`src/rtl/serial_addsub8.sv`:
```
// serial_addsub8 : bit-serial add/subtract unit, LSB first, start/done handshake.
//
// Ports
//    clk                 rising-edge clock
//    reset               synchronous, active-high reset
//    start               operation request, accepted when busy=0
//    op                  0 = a+b+carry_in, 1 = a-b-carry_in
//    a, b                WIDTH-bit operands (unsigned or two's complement)
//    carry_in            carry-in (add) / borrow-in (sub)
//    busy                high while bits are being processed
//    done                one-cycle pulse when a new result is presented
//    sum                 result, held until the next completion
//    carry_out           carry-out (add) / borrow-out (sub)
//    overflow_indicator  signed overflow of the last result
//
// state   | meaning
// --------+-----------------------------------------------------------
// IDLE    | waiting for start
// RUN     | processing one bit per clock, count_q = bit index
// DONE    | result just written; done high for this single cycle
module serial_addsub8 #(
   parameter int WIDTH = 8
) (
   input  logic             clk,
   input  logic             reset,
   input  logic             start,
   input  logic             op,
   input  logic [WIDTH-1:0] a,
   input  logic [WIDTH-1:0] b,
   input  logic             carry_in,
   output logic             busy,
   output logic             done,
   output logic [WIDTH-1:0] sum,
   output logic             carry_out,
   output logic             overflow_indicator
);

   localparam int CW = $clog2(WIDTH);
   localparam logic [CW-1:0] LAST_BIT = CW'(WIDTH - 1);

   typedef enum logic [1:0] {
      ST_IDLE = 2'd0,
      ST_RUN  = 2'd1,
      ST_DONE = 2'd2
   } state_t;

   state_t           state_q, state_d;
   logic [CW-1:0]    count_q, count_d;
   logic [WIDTH-1:0] a_q, a_d;
   logic [WIDTH-1:0] b_q, b_d;
   logic             op_q, op_d;
   logic             c_q, c_d;
   logic [WIDTH-1:0] shift_q, shift_d;
   logic [WIDTH-1:0] sum_q, sum_d;
   logic             carry_out_q, carry_out_d;
   logic             ovf_q, ovf_d;

   logic a_bit, b_eff, s_bit, c_next;

   // Subtraction runs through the same adder as a + ~b + ~borrow_in.
   always_comb begin
      a_bit  = a_q[count_q];
      b_eff  = op_q ^ b_q[count_q];
      s_bit  = a_bit ^ b_eff ^ c_q;
      c_next = (a_bit & b_eff) | (a_bit & c_q) | (b_eff & c_q);
   end

   always_comb begin
      state_d     = state_q;
      count_d     = count_q;
      a_d         = a_q;
      b_d         = b_q;
      op_d        = op_q;
      c_d         = c_q;
      shift_d     = shift_q;
      sum_d       = sum_q;
      carry_out_d = carry_out_q;
      ovf_d       = ovf_q;

      case (state_q)
         ST_IDLE, ST_DONE: begin
            if (start) begin
               a_d     = a;
               b_d     = b;
               op_d    = op;
               c_d     = op ^ carry_in;
               count_d = '0;
               state_d = ST_RUN;
            end else begin
               state_d = ST_IDLE;
            end
         end
         ST_RUN: begin
            // Result bits enter at the MSB so bit 0 lands at the LSB after WIDTH shifts.
            shift_d = {s_bit, shift_q[WIDTH-1:1]};
            c_d     = c_next;
            count_d = count_q + CW'(1);
            if (count_q == LAST_BIT) begin
               state_d     = ST_DONE;
               sum_d       = shift_d;
               // Adder carry is the inverse of the borrow when subtracting.
               carry_out_d = op_q ^ c_next;
               // c_q is the carry into the MSB, c_next the carry out of it.
               ovf_d       = c_q ^ c_next;
            end
         end
         default: state_d = ST_IDLE;
      endcase
   end

   always_ff @(posedge clk) begin
      if (reset) begin
         state_q     <= ST_IDLE;
         count_q     <= '0;
         a_q         <= '0;
         b_q         <= '0;
         op_q        <= 1'b0;
         c_q         <= 1'b0;
         shift_q     <= '0;
         sum_q       <= '0;
         carry_out_q <= 1'b0;
         ovf_q       <= 1'b0;
      end else begin
         state_q     <= state_d;
         count_q     <= count_d;
         a_q         <= a_d;
         b_q         <= b_d;
         op_q        <= op_d;
         c_q         <= c_d;
         shift_q     <= shift_d;
         sum_q       <= sum_d;
         carry_out_q <= carry_out_d;
         ovf_q       <= ovf_d;
      end
   end

   assign busy               = (state_q == ST_RUN);
   assign done               = (state_q == ST_DONE);
   assign sum                = sum_q;
   assign carry_out          = carry_out_q;
   assign overflow_indicator = ovf_q;

endmodule

```
`config.mk`:
```
export PLATFORM = sky130hd
export DESIGN_NAME = serial_addsub8
export DESIGN_NICKNAME = d
export VERILOG_FILES = /design/src/rtl/serial_addsub8.sv
export SDC_FILE = /design/constraint.sdc
export NUM_CORES = 1
export LEC_CHECK = 0
export ABC_AREA = 0
export CAP_MARGIN = 20
export CORE_ASPECT_RATIO = 0.8
export CORE_MARGIN = 1.5
export CORE_UTILIZATION = 35
export DETAILED_ROUTE_END_ITERATION = 16
export PLACE_DENSITY_LB_ADDON = 0.1
export SETUP_SLACK_MARGIN = 0.15
export SLEW_MARGIN = 20
export SYNTH_ARGS = -nofsm -noshare
export SYNTH_HDL_FRONTEND = slang
export SYNTH_SLANG_ARGS = --single-unit
```
`constraint.sdc`:
```
create_clock -name clk -period 2.5 [get_ports clk]
set_input_delay 0.5 -clock clk [delete_from_list [all_inputs] [get_ports clk]]
set_output_delay 0.5 -clock clk [all_outputs]
set_load 0.03 [all_outputs]
```
# --- Word level (Yosys, flattened, before mapping) ---
# Index checks and enable logic that the tools add are counted.
word_totals:
  register_bits: 41
  word_cells: 45
op_classes:
  addsub: 1
  n_lt_le_gt_ge: 1
  n_eq_ne: 5
  n_mux: 11
  n_bitwise: 11
  reduce_logical: 6
ops:
  columns: ["op", "count"]
  rows:
  - ["$bmux 1 s3", 2]
  - ["$pmux 3 s2", 1]
  - ["$reduce_and 2->1", 3]
  - ["$xor 1x1->1", 6]
  - ["$lt 3x4->1 const B", 1]
  - ["$mux 1", 4]
  - ["$pmux 2 s2", 1]
  - ["$add 3x1->3 const B", 1]
  - ["$and 1x1->1", 3]
  - ["$eq 3x3->1 const B", 1]
  - ["$mux 3", 1]
  - ["$eq 2x1->1 const B", 1]
  - ["$eq 2x2->1 const B", 1]
  - ["$logic_not 2->1", 1]
  - ["$mux 2", 1]
  - ["$ne 2x1->1 const B", 1]
  - ["$ne 2x2->1 const B", 1]
  - ["$or 1x1->1", 2]
  - ["$pmux 1 s2", 1]
  - ["$reduce_bool 2->1", 1]
  - ["$reduce_or 2->1", 1]

# --- Logic depth before layout (Yosys ltp) ---
# Gate-level depths: netlist of run 1.
depth:
  depth_word: 7
  mapped_depth: 7
  ltp_nobuf: 6

# --- Least setup slack after synthesis of run 1 ---
# No wires, ideal clock.
synth_timing:
  path_kind: "reg-to-reg"
  startpoint: "register count_q[0]"
  endpoint: "register ovf_q (netlist: overflow_indicator)"
  arrival_ns: 2.054
  required_ns: 2.414
  path_slack_ns: 0.361
  path_stages_with_launch: 7
  period_less_slack_ns: 2.139
  cell_sequence: "dfxtp_1 -> buf_6 -> mux4_1 -> mux2_2 -> fa_1 -> xnor2_1 -> a211oi_1"
synth_via:
  elab_chain_cells: 7
  elab_cells_between_ends: 13
  classes_between: "eq/ne (1); mux (4); bitwise (7); reduce/logical (1)"
synth_rtl:
  columns: ["element", "line", "text"]
  rows:
  - ["start, declared", "48", "logic [CW-1:0] count_q, count_d;"]
  - ["start signal, assigned", "125", "count_q <= count_d;"]
  - ["$bmux 1 s3", "63", "b_eff = op_q ^ b_q[count_q];"]
  - ["$mux 1 (not written as such)", "63", null]
  - ["$xor 1x1->1", "63", null]
  - ["$and 1x1->1", "65", "c_next = (a_bit & b_eff) | (a_bit & c_q) | (b_eff & c_q);"]
  - ["$or 1x1->1 (2 in series)", "65", null]
  - ["$xor 1x1->1", "104", "ovf_d = c_q ^ c_next;"]
  - ["end signal, assigned", "133", "ovf_q <= ovf_d;"]
  - ["end, declared", "56", "logic ovf_q, ovf_d;"]
# Parallel ways exist; a longest one is shown, timed or not. The select of a mux whose other input is x is not followed.
# A chain may end at the register's enable or synchronous reset.

# --- Final worst setup path of run 1 ---
layout_timing:
  startpoint: "register count_q[0]"
  endpoint: "register carry_out_q (netlist: carry_out)"
layout_via:
  elab_chain_cells: 7
  elab_cells_between_ends: 13
  classes_between: "eq/ne (1); mux (4); bitwise (7); reduce/logical (1)"
layout_rtl:
  columns: ["element", "line", "text"]
  rows:
  - ["$bmux 1 s3", "63", null]
  - ["$mux 1 (not written as such)", "63", null]
  - ["$xor 1x1->1", "63", null]
  - ["$and 1x1->1", "65", null]
  - ["$or 1x1->1 (2 in series)", "65", null]
  - ["$xor 1x1->1", "102", "carry_out_d = op_q ^ c_next;"]
  - ["end signal, assigned", "132", "carry_out_q <= carry_out_d;"]
  - ["end, declared", "55", "logic carry_out_q, carry_out_d;"]
# Parallel ways exist; a longest one is shown, timed or not. The select of a mux whose other input is x is not followed.

==> results of run 1 <==
[power by group]
part	internal [uW]	switching [uW]	leakage, uW	total (uW)
sequential	660	16.9	0.000326	677
clock	352	212	0.0000645	564
combinational	75.0	74.2	0.000365	149
total	1090	303	0.000755	1390
[registers in the layout (all words and copies together), names as in the netlist]
| signal | flops |
|---|---|
| state_q | 2 |
| op_q | 1 |
| c_q | 1 |
| carry_out | 1 |
| a_q | 8 |
| sum | 8 |
| overflow_indicator | 1 |
| b_q | 8 |
| shift_q | 7 |
| count_q | 3 |
[metal layers]
| metal | GRT usage (%) | routed length (microns) | part of all wire [%] | up-vias |
|---|---|---|---|---|
| met4 | 5.26 | 46 | 1.4 | 0 |
| met1 | 19.7 | 1720 | 51 | 611 |
| met2 | 23.3 | 1440 | 43 | 20 |
| met3 | 4.93 | 148 | 4.4 | 7 |
| li1 | - | - | - | 685 |
| met5 | 0 | 0 | 0 | - |
[cell usage after synthesis]
| cell | n | area share [%] |
|---|---|---|
| nand2_1 | 66 | 15 |
| nor2b_1 | 2 | 0.78 |
| nand2b_1 | 2 | 0.78 |
| a21oi_1 | 36 | 11 |
| buf_6 | 1 | 0.70 |
| inv_1 | 1 | 0.23 |
| a22oi_1 | 1 | 0.47 |
| o21a_1 | 1 | 0.47 |
| mux4_1 | 2 | 3.3 |
| xnor2_1 | 3 | 1.6 |
| nand2b_2 | 1 | 0.54 |
| ha_1 | 2 | 1.6 |
| mux4_2 | 1 | 1.4 |
| mux2_2 | 1 | 0.70 |
| xor2_1 | 1 | 0.54 |
| clkbuf_1 | 6 | 1.4 |
| dfxtp_1 | 40 | 50 |
| nand3_1 | 4 | 1.2 |
| buf_1 | 1 | 0.23 |
| buf_2 | 4 | 1.2 |
| mux2i_1 | 4 | 2.5 |
| nor2_1 | 4 | 0.93 |
| a211oi_1 | 2 | 0.93 |
| and3b_1 | 1 | 0.54 |
| nand3b_1 | 1 | 0.47 |
| fa_1 | 1 | 1.2 |
[worst register-to-register path, stage by stage, from the launching register on]
cell,delay (ns)
dfxtp_1,0.39
buf_4,0.19
mux2i_1,0.09
mux4_2,0.47
xnor2_1,0.15
fa_1,0.44
xnor2_1,0.15
a211oi_1,0.22
[cells by family (layout without fill, tap and decap cells)]
group | after synthesis | after routing
and+or+nand+nor | 81 | 81
AOI/OAI and AO/OA | 40 | 40
DFF | 40 | 40
buffers and inverters | 13 | 46
muxes | 8 | 8
xor gates and xnor gates | 4 | 4
adders and majority gates | 3 | 3
[layout make-up]
cell class / instances / area (sq um)
Multi-Input combinational cell: 136 / 749
Clock buffer: 7 / 96.3
Inverter: 1 / 3.75
Tap cell: 57 / 71.3
Timing Repair Buffer: 37 / 358
Fill cell: 418 / 2200
Clock inverter: 1 / 30.0
Sequential cell: 40 / 801
[how the worst min path moves through the flow]
stage | from | to | slack (ns) | depth (start not counted)
6_report | sum[1]$_SDFFE_PP0P_ | sum[1]$_SDFFE_PP0P_ | 0.45 | 2
3_5_place_dp | shift_q[1]$_SDFFE_PP0P_ | sum[0]$_SDFFE_PP0P_ | 0.45 | 2
3_3_place_gp | sum[1]$_SDFFE_PP0P_ | sum[1]$_SDFFE_PP0P_ | 0.44 | 2
5_1_grt | b_q[3]$_SDFFE_PP0P_ | b_q[3]$_SDFFE_PP0P_ | 0.47 | 2
4_1_cts | b_q[3]$_SDFFE_PP0P_ | b_q[3]$_SDFFE_PP0P_ | 0.46 | 2
2_1_floorplan | a_q[1]$_SDFFE_PP0P_ | a_q[1]$_SDFFE_PP0P_ | 0.43 | 2
[per-stage QoR]
stage | cell area [sq um] | hold slack [ns]
after floorplan | 1610 | 0.432
final | 2110 | 0.454
after detailed placement | 1980 | 0.446
after global routing | 2110 | 0.474
after CTS | 2110 | 0.459
after global placement | 1980 | 0.444
==> reports/results.ini, run 1 <==
[setup_path]
crit_buf_inv = 1
cp.arrival_ns = 2.37
r2r_slack_ns = 0.33
r2r_cells = 7
crit_path_end = carry_out$_SDFFE_PP0P_
r2r-start = count_q[0]$_SDFFE_PP0P_
slowest_delay_ns = 0.47
worst_setup_path_end_kind = flop
reg2reg_to = carry_out$_SDFFE_PP0P_
path_cells = buf_4 > mux2i_1 > mux4_2 > xnor2_1 > fa_1 > xnor2_1 > a211oi_1
critPathMostFrequentCell = xnor2_1
cp-start-kind = flop
critical_path.slowest_cell = mux4_2
critPathMaxFanout = 7
cp_top_family = multiplexers
crit_cells = 7
crit_start = count_q[0]$_SDFFE_PP0P_
crit_type = flop to flop
cp.required_ns = 2.70

[finish]
drive_above_1_share_pct = 7.21
final_util_pct = 49.0
fin_nets = 245
n_antenna_cell = 0
mostFrequentLayoutCell = nand2_1
area_growth_pct = 30.9
fin_cells = 279
most-common-layout-cells = nand2_1, dfxtp_1, a21oi_1

[sta]
setup-violations-final = 0
fin_skew_ns = 0.00722
worst_slack_ns = 0.330
period_share_pct = 86.8
fin_tns_setup_ns = 0
relSlewSlack_pct = 45.9
finalHoldViolCount = 0
fmax_mhz = 461
rsz0062_at_grt = false
slew_viol_final = 0
min_period_ns = 2.17
worstMarginPinSlew_ns = 0.811

[yosys]
synth_compound_area_share_pct = 13.0
synthSimpleGateAreaFrac_pct = 20.7
yosysUniqueCellTypes = 26
syn-num-nets = 213
synth_area_sq_mm = 0.00161
synthXorXnorAreaFrac_pct = 2.17
synth.avg_cell_area_sq_um = 8.53
synth_warnings = 0
ys_ff_latch = 40
seq_area_frac_synth_pct = 49.7
netlist_instances = 189
synth_top_family_by_area = simple AND/OR/NAND/NOR gates
synthMuxAreaShare_pct = 7.84
synth_adder_area_share_pct = 2.80

[clock_tree]
insertion_delay_ns = 0.29
cts_setup_buffers = 0
clk_path_buf_depth = 2
post_cts_resized = 0
clock_sinks = 40
cts_tree = built
cts_hold_buf = 0
numCtsBuffers = 5
htreeDepth = 2
clk_pin_slew_ns = 0.07
cts_root_buf = clkbuf_8

[die]
die_height_microns = 63.7
io_pins = 33
die-width_microns = 78.9
die_area_sq_mm = 0.00502
core-area_sq_mm = 0.00431
core.rowCount = 21
floorplan.initialDensity_pct = 37.4

[route]
routed_wl_microns = 3350
wl_per_cell_microns = 12.0
ant_nets = 0
drt_iter0_drc = 59
dr.pass1.iters = 4
viasPerCell = 4.74
drc_errors = 0
vias = 1323

[pwr]
total_leakage_power_uw = 0.000755
pwr_density_cell_mw_per_mm2 = 659
power.total_uw = 1390
ir_worst_vdd_v = 0.000268

[global_routing]
grt_pass1_wl_microns = 5940
grt_max_degree = 41
grt_use_total_pct = 15.1
antenna_found_initial = 0
grt_pass1_vias = 1307
gr-total-overflow = 0

[worst_hold_path]
hold_class = flop to flop

[placed_design]
dp_slack_ns = 0.329
routabilityCongestion = 0.714
dp_cells = 271
io_buffers = 32
hpwl_microns = 2310

[job]
max_cap_viol_count = 0

[status]
outcome = complete, no violations

No activity file was read; power rests on OpenSTA's default activity.
==> run 2, diff against run 1 <==
Settings changed: PLACE_DENSITY_LB_ADDON 0.1 to not set, TNS_END_PERCENT set to 100.
==> run 2 against run 1 <==
Routed wire length shrank 6.7%. Worst hold slack is essentially flat. Combinational power is essentially flat. Register-to-register slack gained 0.05 ns. Utilization shrank 0.55 points. Clock skew shrank 0.0038 ns. Clock power shrank 23%. Largest cell class unchanged. Fmax grew 2.4%. Design area shrank 1.1%.
==> reports/results.ini, run 2 (same netlist as run 1, synthesis figures left out) <==
[setup_path]
critPathMaxFanout = 6  ; -1
cp-start-kind = flop
crit_type = flop to flop
r2r_cells = 7  ; unchanged
cp.required_ns = 2.71  ; about the same
worst_setup_path_end_kind = flop
reg2reg_to = carry_out$_SDFFE_PP0P_
r2r-start = count_q[0]$_SDFFE_PP0P_
cp.arrival_ns = 2.33  ; -0.04 ns
r2r_slack_ns = 0.38  ; +0.05 ns

[global_routing]
gr-total-overflow = 0  ; unchanged
antenna_found_initial = 0  ; unchanged
grt_use_total_pct = 14.4  ; -0.64 points
grt_pass1_vias = 1287  ; -1.5%
grt_max_degree = 41  ; unchanged
grt_pass1_wl_microns = 5630  ; -5.2%

[pwr]
pwr_density_cell_mw_per_mm2 = 604  ; -8.3%
ir_worst_vdd_v = 0.000267  ; -0.27%
total_leakage_power_uw = 0.000745  ; -1.4%

[finish]
n_antenna_cell = 0  ; unchanged
fin_nets = 246  ; +0.41%
mostFrequentLayoutCell = nand2_1
most-common-layout-cells = nand2_1, dfxtp_1, a21oi_1
area_growth_pct = 29.4
drive_above_1_share_pct = 8.07  ; +0.86 points

[placed_design]
io_buffers = 32  ; unchanged
dp_slack_ns = 0.323  ; -0.00677 ns
hpwl_microns = 2110  ; -8.7%
routabilityCongestion = 0.695  ; -2.6%

[worst_hold_path]
min_from = a_q[2]$_SDFFE_PP0P_
hold_path_end = a_q[2]$_SDFFE_PP0P_
hold_class = flop to flop
whs_path_depth = 2  ; unchanged

[clock_tree]
htreeDepth = 2  ; unchanged
clk_pin_slew_ns = 0.07  ; about the same
insertion_delay_ns = 0.29  ; about the same
cts_setup_buffers = 0  ; unchanged
clock_sinks = 40  ; unchanged
cts_tree = built
cts_hold_buf = 0  ; unchanged
clk_path_buf_depth = 2  ; unchanged
numCtsBuffers = 5  ; unchanged
cts_root_buf = clkbuf_8

[sta]
slew_viol_final = 0  ; unchanged
fin_tns_setup_ns = 0  ; unchanged
min_period_ns = 2.12  ; -0.0506 ns
fmax_mhz = 472  ; +2.4%
finalHoldViolCount = 0  ; unchanged
worstMarginPinSlew_ns = 0.424  ; -0.387 ns
period_share_pct = 84.8  ; -2.0 points
worst_slack_ns = 0.381  ; +0.0506 ns
setup-violations-final = 0  ; unchanged
fin_skew_ns = 0.00339  ; -0.00383 ns
rsz0062_at_grt = false
relSlewSlack_pct = 71.7  ; +26 points

[status]
outcome = complete, no violations

[die]
floorplan.initialDensity_pct = 37.4  ; unchanged
core.rowCount = 21  ; unchanged
die-width_microns = 78.9  ; unchanged
die_area_sq_mm = 0.00502  ; unchanged
die_height_microns = 63.7  ; unchanged
core-area_sq_mm = 0.00431  ; unchanged
io_pins = 33  ; unchanged

[route]
viasPerCell = 4.66  ; -1.7%
vias = 1305  ; -1.4%
routed_wl_microns = 3130  ; -6.7%
drc_errors = 0  ; unchanged
drt_iter0_drc = 49  ; -17%
ant_nets = 0  ; unchanged
dr.pass1.iters = 4  ; unchanged
wl_per_cell_microns = 11.2  ; -7.0%

[job]
max_cap_viol_count = 0  ; unchanged

==> run 2: cell count changes in the layout (fill, tap and decap cells not counted) <==
cell | previous run | this run
bufinv_16 | 1 | 0
buf_4 | 5 | 6
fa_2 | 0 | 1
clkbuf_8 | 7 | 6
clkinv_2 | 0 | 2
fa_1 | 1 | 0
==> run 2: layout make-up <==
cell class / instances / area (sq um)
Tap cell: 57 / 71.3
Fill cell: 464 / 2220
Clock buffer: 6 / 82.6
Sequential cell: 40 / 801
Multi-Input combinational cell: 136 / 752
Clock inverter: 2 / 10.0
Timing Repair Buffer: 38 / 365
Inverter: 1 / 3.75
==> run 2: report_power, final <==
group | internal (uW) | switching (uW) | leakage (uW)
sequential | 660 | 16.7 | 0.000326
combinational | 76.5 | 70.7 | 0.000368
clock | 220 | 216 | 0.0000510
total | 957 | 304 | 0.000745
==> run 2: worst max-delay path by stage <==
| stage | from | endpoint | slack (ns) |
|---|---|---|---|
| 5_1_grt | count_q[0]$_SDFFE_PP0P_ | carry_out$_SDFFE_PP0P_ | 0.23 |
| 4_1_cts | count_q[0]$_SDFFE_PP0P_ | overflow_indicator$_SDFFE_PP0P_ | 0.29 |
| 3_5_place_dp | count_q[0]$_SDFFE_PP0P_ | overflow_indicator$_SDFFE_PP0P_ | 0.32 |
| 3_3_place_gp | count_q[0]$_SDFFE_PP0P_ | carry_out$_SDFFE_PP0P_ | 0.37 |
| 6_report | count_q[0]$_SDFFE_PP0P_ | carry_out$_SDFFE_PP0P_ | 0.38 |
| 2_1_floorplan | count_q[0]$_SDFFE_PP0P_ | overflow_indicator$_SDFFE_PP0P_ | 0.36 |
==> run 2: critical path, cell delays in order, from the launching register on <==
cell	delay, ns
dfxtp_1	0.41
buf_4	0.19
mux2i_1	0.08
mux4_2	0.47
xnor2_1	0.16
fa_2	0.39
xnor2_1	0.14
a211oi_1	0.21
==> run 2: per-stage QoR <==
step / utilization [%] / std cells / total power, uW / cell area, sq um / hold WS (ns)
after global routing: 48.4 / 280 / 1330 / 2090 / 0.473
after global placement: 46.2 / 272 / 838 / 1990 / 0.442
after detailed placement: 46.2 / 272 / 838 / 1990 / 0.446
after CTS: 48.3 / 280 / 1280 / 2080 / 0.456
final: 48.4 / 280 / 1260 / 2090 / 0.454
after floorplan: - / 189 / 778 / 1610 / 0.432
==> run 2: repair_timing <==
| action | CTS | global route |
|---|---|---|
| endpoints found under the hold margin | 0 | 0 |
| gates resized for setup | 0 | 1 |
| setup endpoints to repair | 0 | 1 |
==> run 2: layer usage <==
layer  routed length (microns)  share of wire [%]  track usage, %  vias to the layer above
met2                      1290                 41            22.1                       32
met3                       190                6.1            6.09                        6
met1                      1590                 51            18.0                      577
met4                        54                1.7            5.26                        0
li1                          -                  -               -                      690
met5                         0                  0               0                        -
==> run 3, diff against run 2 <==
Clock period 2.5 ns to 2 ns, I/O delays scaled along.
==> run 3 against run 2 <==
The run now ends with setup timing left. Sequential share of layout area shrank 0.84 points. Non-clock buffer count grew 2. Global-route usage grew 0.53 points. Fmax rose by 4.3%. Via count grew 3.1%.
==> reports/results.ini, run 3 (same netlist as run 1, synthesis figures left out) <==
[status]
outcome = complete, but fails checks
violations = setup timing

[sta]
period_share_pct = 102  ; +17 points
setup-violations-final = 3  ; +3
fmax_mhz = 492  ; +4.3%
fin_skew_ns = 0.00535  ; +0.00196 ns
relSlewSlack_pct = 70.8  ; -0.89 points
fin_tns_setup_ns = -0.0564  ; -0.0564 ns
min_period_ns = 2.03  ; -0.0875 ns
worst_slack_ns = -0.0316  ; -0.413 ns
holdWs_ns = 0.455  ; +0.000918 ns
worstMarginPinSlew_ns = 0.438  ; +0.0134 ns
finalHoldViolCount = 0  ; unchanged
rsz0062_at_grt = true
slew_viol_final = 0  ; unchanged

[route]
drt_iter0_drc = 79  ; +61%
wl_per_cell_microns = 11.4  ; +1.9%
ant_nets = 0  ; unchanged
viasPerCell = 4.77  ; +2.3%
dr.pass1.iters = 4  ; unchanged
routed_wl_microns = 3210  ; +2.6%
vias = 1345  ; +3.1%
drc_errors = 0  ; unchanged

[clock_tree]
numCtsBuffers = 5  ; unchanged
cts_hold_buf = 0  ; unchanged
insertion_delay_ns = 0.29  ; about the same
htreeDepth = 2  ; unchanged
cts_root_buf = clkbuf_8
clock_sinks = 40  ; unchanged
cts_setup_buffers = 0  ; unchanged
cts_tree = built
clk_path_buf_depth = 2  ; unchanged
clk_pin_slew_ns = 0.07  ; about the same

[placed_design]
routabilityCongestion = 0.765  ; +10%
hpwl_microns = 2250  ; +6.7%
dp_slack_ns = -0.0200  ; -0.342 ns
io_buffers = 32  ; unchanged
dpl_cell_area_sq_mm = 0.00204  ; +2.5%

[job]
max_cap_viol_count = 0  ; unchanged

[die]
core.rowCount = 21  ; unchanged
die-width_microns = 78.9  ; unchanged
die_area_sq_mm = 0.00502  ; unchanged
die_height_microns = 63.7  ; unchanged
floorplan.initialDensity_pct = 37.4  ; unchanged
io_pins = 33  ; unchanged
core-area_sq_mm = 0.00431  ; unchanged

[setup_path]
cp.required_ns = 2.20  ; -0.51 ns
cp.arrival_ns = 2.23  ; -0.10 ns
cp-start-kind = flop
path_cells = buf_12 > mux2i_1 > mux4_2 > xnor2_1 > fa_2 > xnor2_1 > a211oi_1
r2r_cells = 7  ; unchanged
crit_type = flop to flop
r2r_slack_ns = -0.03  ; -0.41 ns
critPathMaxFanout = 7  ; +1
critPathMostFrequentCell = xnor2_1
critical_path.slowest_cell = mux4_2
worst_setup_path_end_kind = flop
r2r-start = count_q[0]$_SDFFE_PP0P_
crit_start = count_q[0]$_SDFFE_PP0P_
slowest_delay_ns = 0.48  ; about the same
reg2reg_to = carry_out$_SDFFE_PP0P_

[finish]
mostFrequentLayoutCell = nand2_1
fin_nets = 248  ; +0.81%
area_growth_pct = 32.5
post-route-cell-area_sq_mm = 0.00214  ; +2.4%
drive_above_1_share_pct = 11.1  ; +3.0 points
n_antenna_cell = 0  ; unchanged
most-common-layout-cells = nand2_1, dfxtp_1, a21oi_1
fillers = 477  ; +2.8%

[worst_hold_path]
whs_path_depth = 2  ; unchanged
min_from = sum[5]$_SDFFE_PP0P_
hold_class = flop to flop
hold_path_end = sum[5]$_SDFFE_PP0P_

[global_routing]
grt_pass1_wl_microns = 5830  ; +3.6%
grt_max_degree = 41  ; unchanged
gr-total-overflow = 0  ; unchanged
grt_use_total_pct = 14.9  ; +0.53 points
antenna_found_initial = 0  ; unchanged
grt_pass1_vias = 1296  ; +0.70%

[pwr]
ir_worst_vdd_v = 0.000443  ; +65%
pwr_density_cell_mw_per_mm2 = 743  ; +23%
total_leakage_power_uw = 0.000765  ; +2.7%
power.total_uw = 1590  ; +26%

## run 3: per-stage QoR
stage | cells | utilization, %
after CTS | 282 | 49.5
final | 282 | 49.6
after global placement | 274 | 47.4
after detailed placement | 274 | 47.4
after floorplan | 189 | -
after global routing | 282 | 49.6
## run 3: repair_timing
item / 4_1_cts / 5_1_grt
pin swaps: 1 / 0
endpoints found under the hold margin: 0 / 0
setup endpoints to repair: 6 / 5
resized for setup: 1 / 1
## run 3: worst max path at each step
stage	to	cells past startpoint
2_1_floorplan	overflow_indicator$_SDFFE_PP0P_	6
4_1_cts	carry_out$_SDFFE_PP0P_	7
3_5_place_dp	carry_out$_SDFFE_PP0P_	7
6_report	carry_out$_SDFFE_PP0P_	7
3_3_place_gp	carry_out$_SDFFE_PP0P_	7
5_1_grt	overflow_indicator$_SDFFE_PP0P_	7
## run 3: per-layer routing
metal	up-vias	share of wire, %	global-route usage, %
met1	620	51	19.3
met4	0	1.2	5.92
met2	29	44	23.3
li1	691	-	-
met5	-	0	0
met3	5	4.5	4.49
## run 3: power breakdown
part / switching [uW] / total (uW) / internal [uW]
combinational: 90.4 / 198 / 107
clock: 267 / 542 / 275
sequential: 21.6 / 847 / 826
total: 379 / 1590 / 1210
## run 3: worst max-delay path: cells and delay by family, from the launching register on
| family | cells | cell delay [ns] |
|---|---|---|
| buf+inv | 1 | 0.14 |
| mux | 2 | 0.58 |
| fa+ha+maj | 1 | 0.38 |
| xor+xnor | 2 | 0.30 |
| flops | 1 | 0.35 |
| compound gates | 1 | 0.19 |
## run 3: layout make-up
class | instances | area (sq um) | share of cell area (%)
Clock buffer | 6 | 82.6 | 3.87
Timing Repair Buffer | 40 | 414 | 19.4
Multi-Input combinational cell | 136 | 752 | 35.2
Tap cell | 57 | 71.3 | 3.34
Clock inverter | 2 | 10.0 | 0.469
Inverter | 1 | 3.75 | 0.176
Sequential cell | 40 | 802 | 37.6
